==> config.mk <==
export PLATFORM = sky130hd
export DESIGN_NAME = id_ex_pipe
export DESIGN_NICKNAME = d
export VERILOG_FILES = /design/src/rtl/id_ex_pipe.sv
export SDC_FILE = /design/constraint.sdc
export NUM_CORES = 1
export LEC_CHECK = 0
export BUFFER_PORTS_ARGS = -buffer_cell sky130_fd_sc_hd__buf_2
export CAP_MARGIN = 10
export CORE_MARGIN = 2
export CORE_UTILIZATION = 25
export DETAILED_ROUTE_END_ITERATION = 10
export GPL_TIMING_DRIVEN = 0
export HOLD_SLACK_MARGIN = 0.06
export PLACE_DENSITY_LB_ADDON = 0.12
export REMOVE_ABC_BUFFERS = 1
export SYNTH_ARGS = -nofsm -noshare
export SYNTH_HDL_FRONTEND = slang
export SYNTH_SLANG_ARGS = --single-unit
==> constraint.sdc <==
create_clock -name clk -period 2.2 [get_ports clk]
set_input_delay 0.44 -clock clk [delete_from_list [all_inputs] [get_ports clk]]
set_output_delay 0.44 -clock clk [all_outputs]
set_load 0.005 [all_outputs]
==> src/rtl/id_ex_pipe.sv <==
// rtl/id_ex_pipe.sv - elastic ID/EX pipeline register with skid buffer, load-use stall, flush and debug freeze
// Optional build macro: ID_EX_PERF_EN adds perf_bubbles / perf_flushes saturating counters.
module id_ex_pipe #(
  parameter int unsigned XLEN   = 32,
  parameter int unsigned PC_W   = 8,
  parameter int unsigned CTRL_W = 24,
  parameter int unsigned RA_W   = 5
) (
  input  logic              clk,
  input  logic              Rst,
  input  logic              debug,
  input  logic              flush,
  input  logic              in_valid,
  output logic              in_ready,
  input  logic [PC_W-1:0]   in_pc,
  input  logic [RA_W-1:0]   in_rs1,
  input  logic [RA_W-1:0]   in_rs2,
  input  logic              in_rs1_use,
  input  logic              in_rs2_use,
  input  logic [RA_W-1:0]   in_rd,
  input  logic              in_memread,
  input  logic              in_regwrite,
  input  logic [XLEN-1:0]   in_rs1_data,
  input  logic [XLEN-1:0]   in_rs2_data,
  input  logic [XLEN-1:0]   in_imm,
  input  logic [CTRL_W-1:0] in_ctrl,
  output logic              out_valid,
  input  logic              out_ready,
  output logic [PC_W-1:0]   out_pc,
  output logic [RA_W-1:0]   out_rs1,
  output logic [RA_W-1:0]   out_rs2,
  output logic [RA_W-1:0]   out_rd,
  output logic              out_memread,
  output logic              out_regwrite,
  output logic [XLEN-1:0]   out_rs1_data,
  output logic [XLEN-1:0]   out_rs2_data,
  output logic [XLEN-1:0]   out_imm,
  output logic [CTRL_W-1:0] out_ctrl,
  output logic              hz
`ifdef ID_EX_PERF_EN
  ,
  output logic [31:0]       perf_bubbles,
  output logic [31:0]       perf_flushes
`endif
);

  localparam int unsigned PL_W = PC_W + 3 * RA_W + 2 + 3 * XLEN + CTRL_W;

  logic [PL_W-1:0] o_q, o_d, s_q, s_d, in_pl;
  logic            o_valid_q, o_valid_d, s_valid_q, s_valid_d;
  logic            accept;

  assign in_pl = {in_pc, in_rs1, in_rs2, in_rd, in_memread, in_regwrite,
                  in_rs1_data, in_rs2_data, in_imm, in_ctrl};
  assign {out_pc, out_rs1, out_rs2, out_rd, out_memread, out_regwrite,
          out_rs1_data, out_rs2_data, out_imm, out_ctrl} = o_q;
  assign out_valid = o_valid_q;

  // A load sitting in EX whose destination is read by the decoding instruction
  assign hz = o_valid_q & out_memread & (out_rd != '0) &
              ((in_rs1_use & (in_rs1 == out_rd)) | (in_rs2_use & (in_rs2 == out_rd)));

  // Readiness depends only on registered skid state, never on out_ready
  assign in_ready = ~Rst & ~debug & ~flush & ~s_valid_q & ~hz;
  assign accept   = in_valid & in_ready;

  // Next-state selection: debug freezes, flush empties, otherwise drain skid first
  always_comb begin
    o_d       = o_q;
    s_d       = s_q;
    o_valid_d = o_valid_q;
    s_valid_d = s_valid_q;
    if (debug) begin
      o_valid_d = o_valid_q;
    end else if (flush) begin
      o_valid_d = 1'b0;
      s_valid_d = 1'b0;
    end else if (!o_valid_q || out_ready) begin
      if (s_valid_q) begin
        o_d       = s_q;
        o_valid_d = 1'b1;
        s_valid_d = 1'b0;
      end else if (accept) begin
        o_d       = in_pl;
        o_valid_d = 1'b1;
      end else begin
        o_valid_d = 1'b0;
      end
    end else if (accept) begin
      s_d       = in_pl;
      s_valid_d = 1'b1;
    end
  end

  // State registers with synchronous reset clearing payload and valids
  always_ff @(posedge clk) begin
    if (Rst) begin
      o_q       <= '0;
      s_q       <= '0;
      o_valid_q <= 1'b0;
      s_valid_q <= 1'b0;
    end else begin
      o_q       <= o_d;
      s_q       <= s_d;
      o_valid_q <= o_valid_d;
      s_valid_q <= s_valid_d;
    end
  end

`ifdef ID_EX_PERF_EN
  logic [31:0] perf_bubbles_q, perf_flushes_q;

  // Saturating event counters, frozen while debug is high
  always_ff @(posedge clk) begin
    if (Rst) begin
      perf_bubbles_q <= '0;
      perf_flushes_q <= '0;
    end else if (!debug) begin
      if (hz && in_valid && perf_bubbles_q != '1)
        perf_bubbles_q <= perf_bubbles_q + 32'd1;
      if (flush && (o_valid_q || s_valid_q || in_valid) && perf_flushes_q != '1)
        perf_flushes_q <= perf_flushes_q + 32'd1;
    end
  end

  assign perf_bubbles = perf_bubbles_q;
  assign perf_flushes = perf_flushes_q;
`endif

endmodule

Yosys cells after proc, flatten, opt, wreduce, memory -nomap -nowiden. Cells that the tools add are included. W data, S select, Z words.

Register bits: 292. Input port bits: 153. Word-level logic and storage cells: 42.

Equal/unequal tests: 2. Muxes and demuxes: 9. Bitwise logic cells: 17. Reductions and logical operators: 10.

Operator list (number): $mux W145 (2); $and A1 B1 Y1 (10); $eq A5 B5 Y1 (2); $reduce_and A4 Y1 (2); $mux W1 (7); $not A1 Y1 (6); $reduce_bool A5 Y1 (1); $reduce_and A2 Y1 (2); $reduce_bool A2 Y1 (2); $reduce_bool A3 Y1 (1); $logic_not A1 Y1 (1); $logic_or A1 B1 Y1 (1); $or A1 B1 Y1 (1).

Logic depth before layout (Yosys ltp). Gate-level depths: netlist of run 1.

Depth after elaboration: 11. Gate-level depth with buffers: 8. Mapped depth without buffers: 5.

Worst setup path before layout of run 1. No wires, ideal clock.

Path kind: input -> register. From: input in_rs2[2]. To: register s_q[117]. Setup time: 123 ps. Data arrival time: 2056 ps. Required time: 2077 ps. Setup slack: 21 ps. Stages on the path: 7. Buffers on the path: 2. Cells stage by stage: xor2_1 > nor4_4 > a32oi_4 > o21ai_2 > buf_4 > buf_4 > mux2_1.

Word-level cells in the longest chain between the ends: 8.

RTL lines: start: declaration (line 17) `input logic [RA_W-1:0] in_rs2,`; $eq A5 B5 Y1 (line 61) `((in_rs1_use & (in_rs1 == out_rd)) | (in_rs2_use & (in_rs2 == out_rd)));`; $and A1 B1 Y1 (line 61); $or A1 B1 Y1 (line 61); $and A1 B1 Y1 (line 60) `assign hz = o_valid_q & out_memread & (out_rd != '0) &`; $not A1 Y1 (line 64) `assign in_ready = ~Rst & ~debug & ~flush & ~s_valid_q & ~hz;`; $and A1 B1 Y1 (line 64); $and A1 B1 Y1 (line 65) `assign accept = in_valid & in_ready;`; $reduce_and A4 Y1 (no line); end signal: assignment (line 99) `s_q <= '0;`; end signal: assignment (line 104) `s_q <= s_d;`; end: declaration (line 49) `logic [PL_W-1:0] o_q, o_d, s_q, s_d, in_pl;`.

No other way between the ends. A chain may end at the register's enable or synchronous reset.

Worst setup path in the final report of run 1.
From: register o_q[124]. To: register o_q[55].

Word-level cells in the longest chain between the ends: 9. Elaborated cells on any way between the ends: 13.

RTL lines: start: declaration (line 49); start signal: assignment (line 98) `o_q <= '0;`; start signal: assignment (line 103) `o_q <= o_d;`; $eq A5 B5 Y1 (line 61); $and A1 B1 Y1 (line 61); $or A1 B1 Y1 (line 61); $and A1 B1 Y1 (*) (line 60); $not A1 Y1 (*) (line 64); $and A1 B1 Y1 (*) (line 64); $and A1 B1 Y1 (*) (line 65); $reduce_bool A2 Y1 (no line) (*); $reduce_and A4 Y1 (no line) (*).

Every way passes the cells marked *; elsewhere a longest branch is shown, timed or not.

==> impl_metrics.toml, run 1 <==
[drt]
drt_iter0_drc = 385
drc = 0
antenna_left = 0
via_per_inst = 4.65
vias = 11600
wl_um = 53800
dr.pass1.iters = 4
wl_per_cell_um = 21.6

[setup_path]
start_kind = "flop"
arrival_ns = 2.93
crit_fanout = 10
r2r_setup_slack_ns = -0.28
r2r_start = "o_q[124]$_SDFFE_PP0P_"
crit_path_start = "o_q[124]$_SDFFE_PP0P_"
setup.worst_path.end = "o_q[55]$_SDFFE_PP0P_"
cp-end-kind = "flop"
critPathKind = "reg2reg"
crit_required_ns = 2.66
reg2reg_to = "o_q[55]$_SDFFE_PP0P_"
ff2ff_path_depth = 9

[power_and_ir_drop]
peakVddDrop_mv = 0.507
powerDensity_nw_per_um2 = 609
power.leakage_nw = 8.04

[synth]
yosysWarnings = 0
synth-xor-area-share_pct = 0.620
synthAdderAreaFrac_pct = 0
yosys-top-cells-area = "dfxtp_1 (41%), mux2i_1 (13%), o21bai_1 (7.7%)"
synth-simple-area-share_pct = 8.95
syn-cell-area_sq_um = 14100
synthMuxAreaShare_pct = 21.5
synth_top_family_by_area = "multiplexers"
synth-compound-area-share_pct = 19.8
ys_ff_latch = 292
synth_cell_types = 38
synth.avg_cell_area_sq_um = 10.4
synthCells = 1354
yosysSeqAreaShare_pct = 41.4
synth_edf_count = 0
synth_top_area_share_pct = 41.4
async_flop_share_pct = 0
ys.flop_type = "dfxtp_1"
yosysTopAreaCell = "dfxtp_1"

[clocking]
cts_max_path_buffers = 3
cts-htree-levels = 2
clock_sinks = 292
cts_tree = "done"
cts_inserted_buffers = 39
hold_buffers = 0
cts_root_buf = "clkbuf_16"
clk_pin_slew_worst_paths_ns = 0.06
clock_latency_ns = 0.55

[grt]
gr-total-overflow = 0
grt_pass1_wl_um = 78000
antenna_found_initial = 10
grt_max_degree = 80
grt_usage_pct = 17.5
grt_pass1_vias = 11700

[timing]
rsz0062_at_grt = "true"
slew_viol_final = 0
setup_viol = 282
fmax_mhz = 404
fin_crit_ns = 2.48
period_share_pct = 113
worst_pin_slew_ns = 0.830
hold_viol = 0
setup_tns_ns = -47.47
finalWorstSetupSlack_ns = -0.276
fin_skew_ns = 0.0200
slew_headroom_pct = 44.7

[placement]
gp_congestion = 0.712
dp_slack_ns = -1.42
dp_cells = 2324
io_buffer_count = 300
hpwl_um = 27400

[min_path]
hold_start = "in_rd[3]"
hp-class = "in2reg"

[floorplan]
core_area_sq_um = 56100
die_area_sq_um = 58400
row_count = 87
die_h_um = 242
die_x_um = 242
ios = 301
initial_core_util_pct = 25.2

[layout]
instances_no_fill = 2486
final_nets = 1857
final_cell_mix = "buf_2 (299), dfxtp_1 (286), mux2i_1 (182)"
area_growth_pct = 47.0
postLayoutCoreUtil_pct = 37.0
layout_commonest_cell = "buf_2"
num-fill-cells = 5633
drive_above_1_share_pct = 42.6

[flow_run]
cap_viol_max_count = 0

[run_status]
outcome = "finished with violations"
violations = "negative setup slack"
-- cell type report --
cell class	count	area (sq um)	area share [%]
clock inverter	6	60.1	0.289
inverter	145	544	2.62
tap	756	946	4.56
multi-input combinational	804	8320	40.1
antenna	1	2.50	0.0121
timing repair buffer	422	3870	18.7
sequential	292	5860	28.2
clock buffer	60	1160	5.57
-- through the flow --
| stage | hold slack (ns) | power (mW) | area [sq um] |
|---|---|---|---|
| after detailed placement | 0.447 | 6.28 | 16700 |
| after global routing | 0.0983 | 13.2 | 20800 |
| after global placement | 0.446 | 6.29 | 16000 |
| after CTS | 0.0844 | 12.8 | 20000 |
| after floorplan | 0.455 | 5.89 | 13600 |
| final | 0.125 | 12.6 | 20800 |
-- layer usage --
layer | track usage (%) | wire, um | part of all wire (%) | vias up
li1 | - | - | - | 5504
met1 | 22.7 | 24900 | 46 | 5745
met2 | 28.8 | 25100 | 47 | 224
met3 | 4.46 | 2620 | 4.9 | 84
met4 | 4.34 | 1130 | 2.1 | 14
met5 | 0 | 91 | 0.17 | -
-- critical path: stages, from the launching register on --
cell	delay, ns
dfxtp_4	0.38
xor2_4	0.16
nor4_4	0.33
a32oi_4	0.22
buf_4	0.18
buf_6	0.10
o211a_4	0.26
buf_8	0.17
bufbuf_16	0.31
a221oi_2	0.23
-- worst min-delay path by stage --
| stage | end | slack, ns | cells after the start |
|---|---|---|---|
| finish | s_q[125]$_SDFFE_PP0P_ | 0.13 | 2 |
| global route | s_q[20]$_SDFFE_PP0P_ | 0.1 | 2 |
| CTS | s_q[123]$_SDFFE_PP0P_ | 0.08 | 2 |
| detailed placement | o_q[74]$_SDFFE_PP0P_ | 0.45 | 2 |
| global placement | o_q[55]$_SDFFE_PP0P_ | 0.45 | 2 |
| floorplan | o_q[0]$_SDFFE_PP0P_ | 0.46 | 2 |
-- Yosys cell counts (all sizes together) (2+ instances only) --
cell / n
a221oi: 144
and2: 2
buf: 34
clkbuf: 81
dfxtp: 292
inv: 145
mux2: 108
mux2i: 182
nand2: 2
nand2b: 75
nor2: 6
nor2b: 110
nor4: 3
o21ai: 3
o21bai: 144
xnor2: 2
xor2: 8
-- report_power, final --
group | total (mW) | internal [mW] | switching, mW | leakage (nW)
clock | 6.24 | 3.72 | 2.53 | 0.590
combinational | 1.04 | 0.503 | 0.541 | 5.09
sequential | 5.36 | 5.34 | 0.0266 | 2.36
-- state kept, by name (all words and copies together) (netlist names) --
name       flops
o_q          145
s_q          145
out_valid      1
s_valid_q      1
-- timing repair --
action / CTS / global route
gates resized for setup: 176 / 116
pin swaps: 13 / 58
cloned: 26 / 7
endpoints found under the setup margin: 292 / 292
setup buffers: 57 / 13
-- logic make-up after synthesis --
kind of cell | count (synthesis)
muxes | 290
xor gates and xnor gates | 10
AOI/OAI and AO/OA | 301
buffers and inverters | 260
and+or+nand+nor | 201
DFF | 292
Power figures use the tool's default switching activity.
==> inputs of run 2 (changes only) <==
--- a/config.mk
+++ b/config.mk
@@ -14,6 +14,7 @@
 export HOLD_SLACK_MARGIN = 0.06
 export PLACE_DENSITY_LB_ADDON = 0.12
 export REMOVE_ABC_BUFFERS = 1
+export SETUP_SLACK_MARGIN = 0.15
 export SYNTH_ARGS = -nofsm -noshare
 export SYNTH_HDL_FRONTEND = slang
 export SYNTH_SLANG_ARGS = --single-unit
==> run 2 against run 1 <==
Compared with the run above: the flow still finishes with violations (negative setup slack); clock skew decreased by 0.0073 ns; wire length decreased by 0.38%; sequential share of layout area decreased by 0.27 points; clock-buffer cell count unchanged; fmax about the same; setup slack got worse by 0.0023 ns; power decreased by 0.11%; highest routed layer unchanged.
==> impl_metrics.toml, run 2 (synthesis results as in run 1) <==
[timing]
slew_headroom_pct = 67.7
setup_viol = 270
fmax_mhz = 404
rsz0062_at_grt = "true"
fin_hold_ws_ns = 0.126
period_share_pct = 113
slew_viol_final = 0
worst_pin_slew_ns = 0.484
hold_viol = 0
finalWorstSetupSlack_ns = -0.278
setup_tns_ns = -45.87
fin_skew_ns = 0.0128
fin_crit_ns = 2.48

[grt]
grt_pass1_wl_um = 77700
grt_pass1_vias = 11700
grt_max_degree = 80
grt_usage_pct = 17.4
gr-total-overflow = 0
antenna_found_initial = 10

[min_path]
hp-class = "in2reg"
hold_start = "in_rd[3]"
hold-path-cell-count = 2
min_to = "s_q[125]$_SDFFE_PP0P_"

[floorplan]
die_h_um = 242
die_x_um = 242
row_count = 87
core_area_sq_um = 56100
die_area_sq_um = 58400
ios = 301
initial_core_util_pct = 25.2

[clocking]
hold_buffers = 0
clk_pin_slew_worst_paths_ns = 0.06
cts_inserted_buffers = 39
cts-htree-levels = 2
cts_tree = "done"
clock_latency_ns = 0.55
cts_max_path_buffers = 3
clock_sinks = 292
cts_root_buf = "clkbuf_16"

[placement]
dp_slack_ns = -1.42
gp_congestion = 0.712
placed_area_sq_um = 16700
io_buffer_count = 300
hpwl_um = 27400

[setup_path]
reg2reg_to = "s_q[79]$_SDFFE_PP0P_"
ff2ff_path_depth = 10
cp-end-kind = "flop"
r2r_start = "o_q[124]$_SDFFE_PP0P_"
r2r_setup_slack_ns = -0.28
start_kind = "flop"
arrival_ns = 2.91
crit_required_ns = 2.63
crit_fanout = 6
crit_chain = "xor2_4 > nor4_4 > a32oi_4 > buf_12 > o21ai_4 > clkbuf_16 > buf_16 > buf_12 > buf_16 > mux2_4"
slowest_stage = "dfxtp_4"
critPathKind = "reg2reg"
cpPeakStageDelay_ns = 0.38

[drt]
wl_per_cell_um = 21.4
antenna_left = 0
vias = 11700
wl_um = 53600
drc = 0
drt_iter0_drc = 337
via_per_inst = 4.67
dr.pass1.iters = 4

[layout]
final_nets = 1873
final_cell_mix = "buf_2 (299), dfxtp_1 (286), mux2i_1 (182)"
drive_above_1_share_pct = 42.9
largestRegisters = "o_q: 145 flops, s_q: 145 flops"
area_growth_pct = 48.5
num-fill-cells = 5619
fin_area_sq_um = 21000
multi_input_area_sq_um = 8270
layout_commonest_cell = "buf_2"
seqCellArea_sq_um = 5860

[run_status]
outcome = "finished with violations"
violations = "negative setup slack"

[power_and_ir_drop]
power.leakage_nw = 8.16
peakVddDrop_mv = 0.506
powerDensity_nw_per_um2 = 603

[flow_run]
cap_viol_max_count = 0
## run 2: changes by cell type in the layout (fill, tap and decap cells not counted), moves of 3 or more
cell      delta
a221oi_1     +6
buf_6        +6
a221oi_4     -5
buf_16       +6
buf_12       -3
mux2_4       -4
buf_4        +5
## run 2: worst max-delay path by stage
stage	startpoint	end	slack, ns	depth (start not counted)
after floorplan	s_valid_q$_SDFFE_PP0P_	o_q[100]$_SDFFE_PP0P_	-8.34	3
after global placement	s_valid_q$_SDFFE_PP0P_	o_q[76]$_SDFFE_PP0P_	-19.35	3
after detailed placement	Rst	s_q[118]$_SDFFE_PP0P_	-1.42	11
after CTS	o_q[122]$_SDFFE_PP0P_	in_ready	-0.28	6
after global routing	o_q[124]$_SDFFE_PP0P_	o_q[88]$_SDFFE_PP0P_	-0.37	9
final	o_q[124]$_SDFFE_PP0P_	s_q[79]$_SDFFE_PP0P_	-0.28	10
## run 2: repair_timing
| action | 4_1_cts | 5_1_grt |
|---|---|---|
| gates cloned | 29 | 6 |
| pin swaps | 47 | 14 |
| setup endpoints to repair | 292 | 292 |
| resized for setup | 176 | 108 |
| buffers inserted | 54 | 22 |
## run 2: layout make-up
cell class | count | share of cell area (%)
inverters | 145 | 2.60
flip-flops and latches | 292 | 28.0
multi-input cells | 805 | 39.4
well taps | 756 | 4.51
clock inverters | 6 | 0.286
repair buffers | 437 | 19.7
clock buffers | 60 | 5.52
diodes | 2 | 0.0239
## run 2: critical path, delay by kind of cell (launching register included)
kind / cells / cell delay (ns)
compound gates: 2 / 0.39
mux: 1 / 0.30
flops: 1 / 0.38
buf+inv: 5 / 0.76
simple gates: 1 / 0.34
xor+xnor: 1 / 0.16
## run 2: power breakdown
group	leakage, nW	internal [mW]	switching (mW)
sequential	2.36	5.33	0.0266
combinational	5.21	0.500	0.531
clock	0.590	3.72	2.53
## run 2: per-stage QoR
stage	total power, mW	std cells	util [%]
after floorplan	5.89	1239	-
after global placement	6.29	2295	28.6
after detailed placement	6.28	2324	29.8
after CTS	12.8	2473	35.8
after global routing	13.1	2501	37.4
final	12.6	2503	37.4
## run 2: layer usage
metal | up-vias | wire length, um | part of all wire [%] | global-route usage (%)
met5 | - | 93 | 0.17 | 0
met4 | 14 | 1430 | 2.7 | 5.01
met3 | 98 | 2950 | 5.5 | 4.46
met2 | 249 | 25000 | 47 | 28.6
met1 | 5783 | 24100 | 45 | 22.5
li1 | 5557 | - | - | -
